<file path="config.mk">
export PLATFORM = sky130hd
export DESIGN_NAME = result_writeback
export DESIGN_NICKNAME = d
export VERILOG_FILES = /design/src/rtl/result_writeback.sv
export SDC_FILE = /design/constraint.sdc
export NUM_CORES = 1
export LEC_CHECK = 0
export ABC_AREA = 1
export CAP_MARGIN = 30
export CELL_PAD_IN_SITES_DETAIL_PLACEMENT = 1
export CELL_PAD_IN_SITES_GLOBAL_PLACEMENT = 1
export CORE_MARGIN = 5
export CORE_UTILIZATION = 39
export CTS_CLUSTER_SIZE = 10
export DETAILED_ROUTE_END_ITERATION = 16
export PLACE_DENSITY = 0.91
export SYNTH_ARGS = -nofsm -noshare
export SYNTH_HDL_FRONTEND = slang
export SYNTH_SLANG_ARGS = --single-unit
</file>
<file path="constraint.sdc">
create_clock -name clk -period 3.5 [get_ports clk]
set_input_delay 0.525 -clock clk [delete_from_list [all_inputs] [get_ports clk]]
set_output_delay 0.525 -clock clk [all_outputs]
set_load 0.01 [all_outputs]
</file>
<file path="src/rtl/result_writeback.sv">
// -----------------------------------------------------------------------------
// result_writeback
//
// Writeback stage that sits directly behind the functional units. Every FU
// result is parked in a one-entry holding register, a round-robin arbiter
// picks one full entry per cycle, and the chosen entry is turned into
// registered GPR (two ports), CR-field and MSR write strobes plus the
// architected XER CA/OV/SO state.
//
// Optional feature macro: RESULT_WB_BYPASS_EN
//   defined   -> adds combinational bypass outputs (byp_*, byp_b_*) that show
//                the granted entry in the grant cycle, one cycle ahead of
//                the registered gpr_*_we strobes; zero with no grant.
//   undefined -> bypass ports are absent.
//
// Ports
//   clk, reset_n            clock (rising edge), asynchronous active-low reset
//   fub_res[NUM_FUBS]       FU results, .valid marks an offered result
//   fub_tag[NUM_FUBS]       writeback tag:
//                           {addr_a[4:0], wr_a, addr_b[4:0], wr_b,
//                            crf_idx[2:0], wr_cr, wr_ca, wr_ov, wr_msr, rsvd}
//   fub_ready[NUM_FUBS]     holding register i can accept this cycle
//   so_clr                  clear sticky SO (mtxer)
//   gpr_a_we/addr/data      GPR write port A (res_a)
//   gpr_b_we/addr/data      GPR write port B (res_b)
//   cr_we/cr_idx/cr_data    CR field write
//   xer_ca/xer_ov/xer_so    architected XER bits
//   msr_we/msr_data         MSR write
// -----------------------------------------------------------------------------
package result_writeback_pkg;
    typedef struct packed {
        logic        valid;
        logic [31:0] res_a;
        logic [31:0] res_b;
        logic [3:0]  crf;
        logic [31:0] msr;
        logic        cout;
        logic        ov;
    } result_bus_t;
endpackage

module result_writeback
    import result_writeback_pkg::*;
#(
    parameter int NUM_FUBS = 4,
    parameter int GPR_AW   = 5
) (
    input  logic                          clk,
    input  logic                          reset_n,
    input  result_bus_t [NUM_FUBS-1:0]    fub_res,
    input  logic [NUM_FUBS-1:0][19:0]     fub_tag,
    output logic [NUM_FUBS-1:0]           fub_ready,
    input  logic                          so_clr,
    output logic                          gpr_a_we,
    output logic [GPR_AW-1:0]             gpr_a_addr,
    output logic [31:0]                   gpr_a_data,
    output logic                          gpr_b_we,
    output logic [GPR_AW-1:0]             gpr_b_addr,
    output logic [31:0]                   gpr_b_data,
    output logic                          cr_we,
    output logic [2:0]                    cr_idx,
    output logic [3:0]                    cr_data,
    output logic                          xer_ca,
    output logic                          xer_ov,
    output logic                          xer_so,
    output logic                          msr_we,
    output logic [31:0]                   msr_data
`ifdef RESULT_WB_BYPASS_EN
    ,
    output logic                          byp_valid,
    output logic [GPR_AW-1:0]             byp_addr,
    output logic [31:0]                   byp_data,
    output logic                          byp_b_valid,
    output logic [GPR_AW-1:0]             byp_b_addr,
    output logic [31:0]                   byp_b_data
`endif
);

    localparam int RR_W = (NUM_FUBS > 1) ? $clog2(NUM_FUBS) : 1;

    // Holding registers, one per FU input
    logic [NUM_FUBS-1:0] r_hold_valid;
    result_bus_t         r_hold_res [NUM_FUBS];
    logic [19:0]         r_hold_tag [NUM_FUBS];

    // Round-robin pointer: index where the next search starts
    logic [RR_W-1:0]     r_rr;

    // Arbiter results
    logic                w_grant;
    logic [RR_W-1:0]     w_win;
    logic [NUM_FUBS-1:0] w_grant_oh;

    // Decoded view of the granted entry
    result_bus_t         w_sel_res;
    logic [19:0]         w_sel_tag;
    logic [4:0]          w_addr_a;
    logic [4:0]          w_addr_b;
    logic                w_wr_a;
    logic                w_wr_b;
    logic                w_collide;
    logic                w_a_we;
    logic                w_b_we;
    logic                w_cr_we;
    logic                w_ca_we;
    logic                w_ov_we;
    logic                w_msr_we;
    logic                w_so_next;
    logic                w_unused;

    // Round-robin search over full holding registers starting at r_rr
    always_comb begin
        int v_idx;
        v_idx      = 0;
        w_grant    = 1'b0;
        w_win      = '0;
        w_grant_oh = '0;
        for (int k = 0; k < NUM_FUBS; k++) begin
            v_idx = int'(r_rr) + k;
            if (v_idx >= NUM_FUBS) begin
                v_idx = v_idx - NUM_FUBS;
            end else begin
                v_idx = v_idx;
            end
            if (!w_grant && r_hold_valid[v_idx]) begin
                w_grant           = 1'b1;
                w_win             = RR_W'(v_idx);
                w_grant_oh[v_idx] = 1'b1;
            end else begin
                w_grant = w_grant;
            end
        end
    end

    // An entry frees up in the same cycle it is granted, so it can refill at once
    assign fub_ready = ~r_hold_valid | w_grant_oh;

    // Decode the granted entry; every strobe is qualified by w_grant so that
    // fields of an idle or untagged entry never produce a write
    always_comb begin
        w_sel_res = r_hold_res[w_win];
        w_sel_tag = r_hold_tag[w_win];
        w_addr_a  = w_sel_tag[19:15];
        w_addr_b  = w_sel_tag[13:9];
        w_wr_a    = w_grant & w_sel_tag[14];
        w_wr_b    = w_grant & w_sel_tag[8];
        // Same destination on both ports: port B carries the surviving value
        w_collide = w_wr_a & w_wr_b & (w_addr_a == w_addr_b);
        w_a_we    = w_wr_a & ~w_collide;
        w_b_we    = w_wr_b;
        w_cr_we   = w_grant & w_sel_tag[4];
        w_ca_we   = w_grant & w_sel_tag[3];
        w_ov_we   = w_grant & w_sel_tag[2];
        w_msr_we  = w_grant & w_sel_tag[1];
        // A same-cycle overflow sets SO even when so_clr is asserted
        w_so_next = (so_clr ? 1'b0 : xer_so) | (w_ov_we & w_sel_res.ov);
        w_unused  = w_sel_res.valid ^ w_sel_tag[0];
    end

    // Holding registers: capture on valid&&ready, release on grant
    always_ff @(posedge clk or negedge reset_n) begin
        if (!reset_n) begin
            r_hold_valid <= '0;
            for (int i = 0; i < NUM_FUBS; i++) begin
                r_hold_res[i] <= '0;
                r_hold_tag[i] <= 20'h0_0000;
            end
        end else begin
            for (int i = 0; i < NUM_FUBS; i++) begin
                if (fub_res[i].valid && fub_ready[i]) begin
                    r_hold_valid[i] <= 1'b1;
                    r_hold_res[i]   <= fub_res[i];
                    r_hold_tag[i]   <= fub_tag[i];
                end else if (w_grant_oh[i]) begin
                    r_hold_valid[i] <= 1'b0;
                end else begin
                    r_hold_valid[i] <= r_hold_valid[i];
                end
            end
        end
    end

    // Round-robin pointer advances past the winner, unchanged when idle
    always_ff @(posedge clk or negedge reset_n) begin
        if (!reset_n) begin
            r_rr <= '0;
        end else if (w_grant) begin
            if (w_win == RR_W'(NUM_FUBS - 1)) begin
                r_rr <= '0;
            end else begin
                r_rr <= w_win + 1'b1;
            end
        end else begin
            r_rr <= r_rr;
        end
    end

    // Registered write ports; each data field only moves when its strobe fires
    always_ff @(posedge clk or negedge reset_n) begin
        if (!reset_n) begin
            gpr_a_we   <= 1'b0;
            gpr_a_addr <= '0;
            gpr_a_data <= 32'h0000_0000;
            gpr_b_we   <= 1'b0;
            gpr_b_addr <= '0;
            gpr_b_data <= 32'h0000_0000;
            cr_we      <= 1'b0;
            cr_idx     <= 3'b000;
            cr_data    <= 4'h0;
            msr_we     <= 1'b0;
            msr_data   <= 32'h0000_0000;
        end else begin
            gpr_a_we <= w_a_we;
            gpr_b_we <= w_b_we;
            cr_we    <= w_cr_we;
            msr_we   <= w_msr_we;
            if (w_a_we) begin
                gpr_a_addr <= GPR_AW'(w_addr_a);
                gpr_a_data <= w_sel_res.res_a;
            end
            if (w_b_we) begin
                gpr_b_addr <= GPR_AW'(w_addr_b);
                gpr_b_data <= w_sel_res.res_b;
            end
            if (w_cr_we) begin
                cr_idx  <= w_sel_tag[7:5];
                cr_data <= w_sel_res.crf;
            end
            if (w_msr_we) begin
                msr_data <= w_sel_res.msr;
            end
        end
    end

    // Architected XER state: CA/OV follow tagged results, SO is sticky
    always_ff @(posedge clk or negedge reset_n) begin
        if (!reset_n) begin
            xer_ca <= 1'b0;
            xer_ov <= 1'b0;
            xer_so <= 1'b0;
        end else begin
            if (w_ca_we) begin
                xer_ca <= w_sel_res.cout;
            end else begin
                xer_ca <= xer_ca;
            end
            if (w_ov_we) begin
                xer_ov <= w_sel_res.ov;
            end else begin
                xer_ov <= xer_ov;
            end
            xer_so <= w_so_next;
        end
    end

`ifdef RESULT_WB_BYPASS_EN
    // Bypass copies of the granted entry, one cycle ahead of the GPR ports
    always_comb begin
        byp_valid   = w_a_we;
        byp_addr    = w_a_we ? GPR_AW'(w_addr_a) : '0;
        byp_data    = w_a_we ? w_sel_res.res_a : 32'h0000_0000;
        byp_b_valid = w_b_we;
        byp_b_addr  = w_b_we ? GPR_AW'(w_addr_b) : '0;
        byp_b_data  = w_b_we ? w_sel_res.res_b : 32'h0000_0000;
    end
`endif

endmodule

</file>
# --- Word level (Yosys, flattened, before mapping) ---
# Cells that the tools add are included.
word_totals:
  regBits: 618
  inputBits: 495
  elab_cells: 162
classes:
  n_addsub: 8
  magnitude_cmp: 13
  n_eq_ne: 2
  n_mux: 52
  n_bitwise: 18
  reduce_logical: 18
op_table:
  columns: ["operator", "n"]
  rows:
  - ["$bmux W103 S2", 1]
  - ["$mux W102", 2]
  - ["$ge A32 B1 Y1 const B", 4]
  - ["$lt A32 B4 Y1 const B", 4]
  - ["$mux W32", 4]
  - ["$bmux W20 S2", 1]
  - ["$mux W20", 2]
  - ["$mux W1", 25]
  - ["$mux W4", 4]
  - ["$or A4 B4 Y4", 4]
  - ["$ge A3 B3 Y1 const B", 4]
  - ["$sub A3 B3 Y4 const B", 3]
  - ["$logic_and A1 B1 Y1", 11]
  - ["$and A1 B1 Y1", 10]
  - ["$mux W2", 5]
  - ["$bmux W1 S2", 4]
  - ["$demux W1 S2", 4]
  - ["$reduce_bool A2 Y1", 4]
  - ["$add A2 B2 Y3 const B", 2]
  - ["$eq A5 B5 Y1", 1]
  - ["$not A4 Y4", 1]
  - ["$sub A2 B3 Y4 const B", 1]
  - ["$add A2 B1 Y3 const B", 1]
  - ["$ge A2 B3 Y1 const B", 1]
  - ["6 further kinds", 8]

# --- Longest topological paths before layout ---
logic_depth:
  ltp_word: 24
  mapped_depth: 24
  ltp_nobuf: 22

# --- Least setup slack after synthesis ---
# Ideal clock, no wire load.
synth_path:
  path_type: "flip-flop to flip-flop"
  start: "register r_rr[0]"
  end: "register r_hold_res[18] in the netlist's numbering"
  setup_time_ps: 133
  arrival_ps: 2825
  required_time_ps: 3367
  setup_slack_ps: 542
  path_stages_with_launch: 15
  n_path_buf: 3
  period_less_slack_ps: 2958
  path_cell_list: "dfrtp_1 -> inv_2 -> ha_1 -> inv_1 -> nand3_1 -> nand2_1 -> inv_2 -> nor2_4 -> nand3_2 -> o2111ai_1 -> nand2_1 -> clkbuf_1 -> clkbuf_1 -> clkbuf_1 -> a21oi_1"
synth_between:
  elab_chain_cells: 17
  word_cells_on_any_way: 65
  classes_between: "7 x add/sub; 12 x order compare; 31 x mux; 4 x bitwise; 11 x reduce/logical"
synth_lines:
  columns: ["element", "line_no", "text"]
  rows:
  - ["start, declared", "87", "logic [RR_W-1:0] r_rr;"]
  - ["start signal, assigned", "191", "r_rr <= w_win + 1'b1;"]
  - ["start signal, assigned", "194", "r_rr <= r_rr;"]
  - ["branches (longest 14 deep; another with $ge A32 B1 Y1)", null, null]
  - ["$mux W4 *", "125", "if (!w_grant && r_hold_valid[v_idx]) begin"]
  - ["$or A4 B4 Y4 *", "136", "assign fub_ready = ~r_hold_valid | w_grant_oh;"]
  - ["net fub_ready[3]", "52", "output logic [NUM_FUBS-1:0] fub_ready,"]
  - ["$logic_and A1 B1 Y1 *", "170", "if (fub_res[i].valid && fub_ready[i]) begin"]
  - ["end signal, assigned by index", "172", "r_hold_res[i] <= fub_res[i];"]
  - ["end, declared", "83", "result_bus_t r_hold_res [NUM_FUBS];"]
# Mark *: on every way through the listed nets, which the timed path passes. The select of a mux whose other input is x is not followed.
# A chain may end at the register's enable or synchronous reset.

# --- Worst setup path in the final report ---
layout_path:
  start: "register r_rr[0]"
  end: "register gpr_a_data[3]"
layout_between:
  elab_chain_cells: 24
  word_cells_on_any_way: 55
  classes_between: "7 x add/sub; 4 x order compare; 1 x eq/ne; 30 x mux; 7 x bitwise; 6 x reduce/logical"
layout_lines:
  columns: ["element", "line_no", "text"]
  rows:
  - ["branches (longest 24 deep; another with $sub A3 B3 Y4)", null, null]
  - ["end signal, assigned", "219", "gpr_a_data <= w_sel_res.res_a;"]
  - ["end, declared", "56", "output logic [31:0] gpr_a_data,"]
# Parallel ways; which one is timed is not known. The select of a mux whose other input is x is not followed.

==> results.cfg <==
[synthesis]
syn_avg_cell_area_sq_um = 10.6
synthXorXnorAreaFrac_pct = 0
ys_types = 33
synth_seq_cells = 610
syn-num-nets = 3043
syn_inst = 2540
synth_top_family_by_area = multiplexers
ys_seq_area_share_pct = 56.9
yosys.area_share.adder_pct = 0.373
synthSimpleGateAreaFrac_pct = 11.8
synth.mux.area_fraction_pct = 16.4
syn_area_sq_um = 26800
synth_compound_area_share_pct = 9.85
ys_warn_count = 0

[cts]
clock_sinks = 610
clkLatencyLatePin_ns = 0.61
clkTransAtPathRegs_ns = 0.06
cts_htree_levels = 3
tritoncts = done
cts_buffer_depth = 3
numCtsBuffers = 73
cts_root_buf = clkbuf_16

[min_path]
hold_class = input port to asynchronous set/reset pin

[final_layout]
final_common_cell = dfrtp_1
fill_cells = 7244
final-seq-area_sq_um = 15300
drive_gt1_share_pct = 19.7
design_area_sq_um = 36600
multi_input_area_sq_um = 10400
layout_common_cells = dfrtp_1 (610), clkdlybuf4s50_1 (609), nand2_1 (418), mux2_2 (390), nor2_1 (248)
fin_nets = 3637
area_growth_syn_to_layout_pct = 36.6

[floorplan]
dieWidth_um = 272
ios = 619
initial_core_util_pct = 39.2
num_rows = 96
core_area_sq_um = 68300
die_h_um = 272
die_area_sq_um = 74100

[sta]
max_freq_mhz = 295
grt_setup_unrepaired = yes
worst_pin_slew_ns = 0.922
setup_tns_ns = 0
hold_slack_ns = -0.0410
maxSlewViolCount = 0
finalSetupViolCount = 0
fin_crit_ns = 3.39
slew-limit-headroom_pct = 38.5
finClkSkew_ns = 0.0253
hold_viol_final = 3
setup_slack_ns = 0.107
fin_crit_sh_pct = 96.9

[place]
io_buffer_count = 614
place_hpwl_mm = 71.4
dpl_worst_slack_ns = 0.0275
gp_congestion = 0.866
place_area_sq_um = 34300

[worst_setup_path]
start_kind = flip-flop
cp.required_ns = 4.04
r2r_slack_ns = 0.11
ff2ff_path_depth = 16
crit_path_end_kind = flip-flop
crit_arrival_ns = 3.94
path_class = flip-flop to flip-flop
rr_startpoint = r_rr[0]
rr_endpoint = gpr_a_data[3]
crit_fanout = 83

[flow_run]
cap_viol_max_count = 0

[global_route]
gr-usage-met3_pct = 6.01
grt_pass1_wl_mm = 156
grt_use_total_pct = 27.2
met1_usage_pct = 31.3
grt_pass1_vias = 25800
grt_max_degree = 106
antenna_found_initial = 49
busiest_layer = met2
grtUsageMet2_pct = 47.0
grt_remaining_overflow = 0

[route]
num_vias = 22900
dr.pass1.iters = 5
drt-vias-per-instance = 5.62
drtIter0Drc = 1531
wl_mm = 107
post_drt_wl_per_cell_um = 26.2
final_antenna_net_count = 0
drc = 0

[status]
status = complete, but fails checks
violations = hold timing
through the flow:
step	std cells	hold WS (ns)	util (%)
final	4080	-0.0410	53.6
after global routing	4076	0.000273	53.6
after CTS	4030	0.00137	53.2
after detailed placement	3935	0.458	50.1
after global placement	3935	0.457	50.1
after floorplan	2540	0.229	-
worst max-delay path by stage:
stage | start | endpoint | slack [ns] | cells after the start
global route | r_rr[0] | gpr_a_data[3] | -0.1 | 16
global placement | r_rr[0] | cr_idx[0] | 0.25 | 16
finish | r_rr[0] | gpr_a_data[3] | 0.11 | 16
floorplan | r_rr[0] | r_hold_res[18] | 0.54 | 14
detailed placement | r_rr[0] | msr_data[25] | 0.03 | 16
CTS | r_rr[0] | fub_ready[1] | 0.007 | 10
sequential cells by signal (all words and copies together), names as in the netlist, 5 cells and up:
register,count
r_hold_tag,76
gpr_b_data,32
gpr_b_addr,5
gpr_a_addr,5
msr_data,32
gpr_a_data,32
r_hold_res,408
worst max-delay path: stages (launching register included):
cell     delay, ns
dfrtp_1       0.36
inv_2         0.04
ha_1          0.33
inv_1         0.10
nand3_1       0.10
nand2_2       0.11
inv_2         0.09
o21ai_2       0.18
inv_2         0.08
nand2_4       0.21
nand2_8       0.17
inv_6         0.21
buf_12        0.37
nor2_1        0.16
o32ai_1       0.40
nand3_1       0.19
nand2_1       0.10
layout make-up:
class | count | share of cell area (%)
inverters | 117 | 1.25
clock inverters | 10 | 0.407
flip-flops and latches | 610 | 41.7
clock buffers | 85 | 5.25
multi-input cells | 1643 | 28.5
repair buffers | 689 | 19.6
diodes | 44 | 0.301
well taps | 882 | 3.01
Yosys cell counts, drive strengths merged:
cell type	count	area share [%]
a211oi	2	0.056
a21boi	2	0.056
a21oi	218	4.1
a31o	39	1.3
a31oi	36	0.84
buf	98	2.0
clkbuf	73	1.0
dfrtp	610	57
ha	8	0.37
inv	117	1.6
mux2	390	16
nand2	429	6.1
nand3	95	1.8
nand3b	13	0.36
nand4	1	0.047
nor2	249	3.5
o2111ai	3	0.098
o211ai	2	0.056
o21ai	124	2.3
o32ai	31	1.0
metal layers:
metal	wire length, um	share of wire [%]
met1	39700	37
met2	54200	51
met3	6890	6.4
met4	6070	5.7
met5	88	0.082
repair_timing:
item | in CTS | in global routing
endpoints found under the setup margin | 8 | 87
pin swaps | 0 | 5
buffers inserted | 0 | 2
hold buffers | 0 | 0
cloned | 0 | 4
gates resized for setup | 3 | 15
hold endpoints to repair | 0 | 0
cells by family after synthesis:
kind of cell,Yosys count
mux,390
fa+ha+maj,8
compound gates,457
simple gates,787
flops,610
buf+inv,288
Power is not shown: default switching activity piles up to over one toggle a cycle in this logic, so the estimate is an artifact.
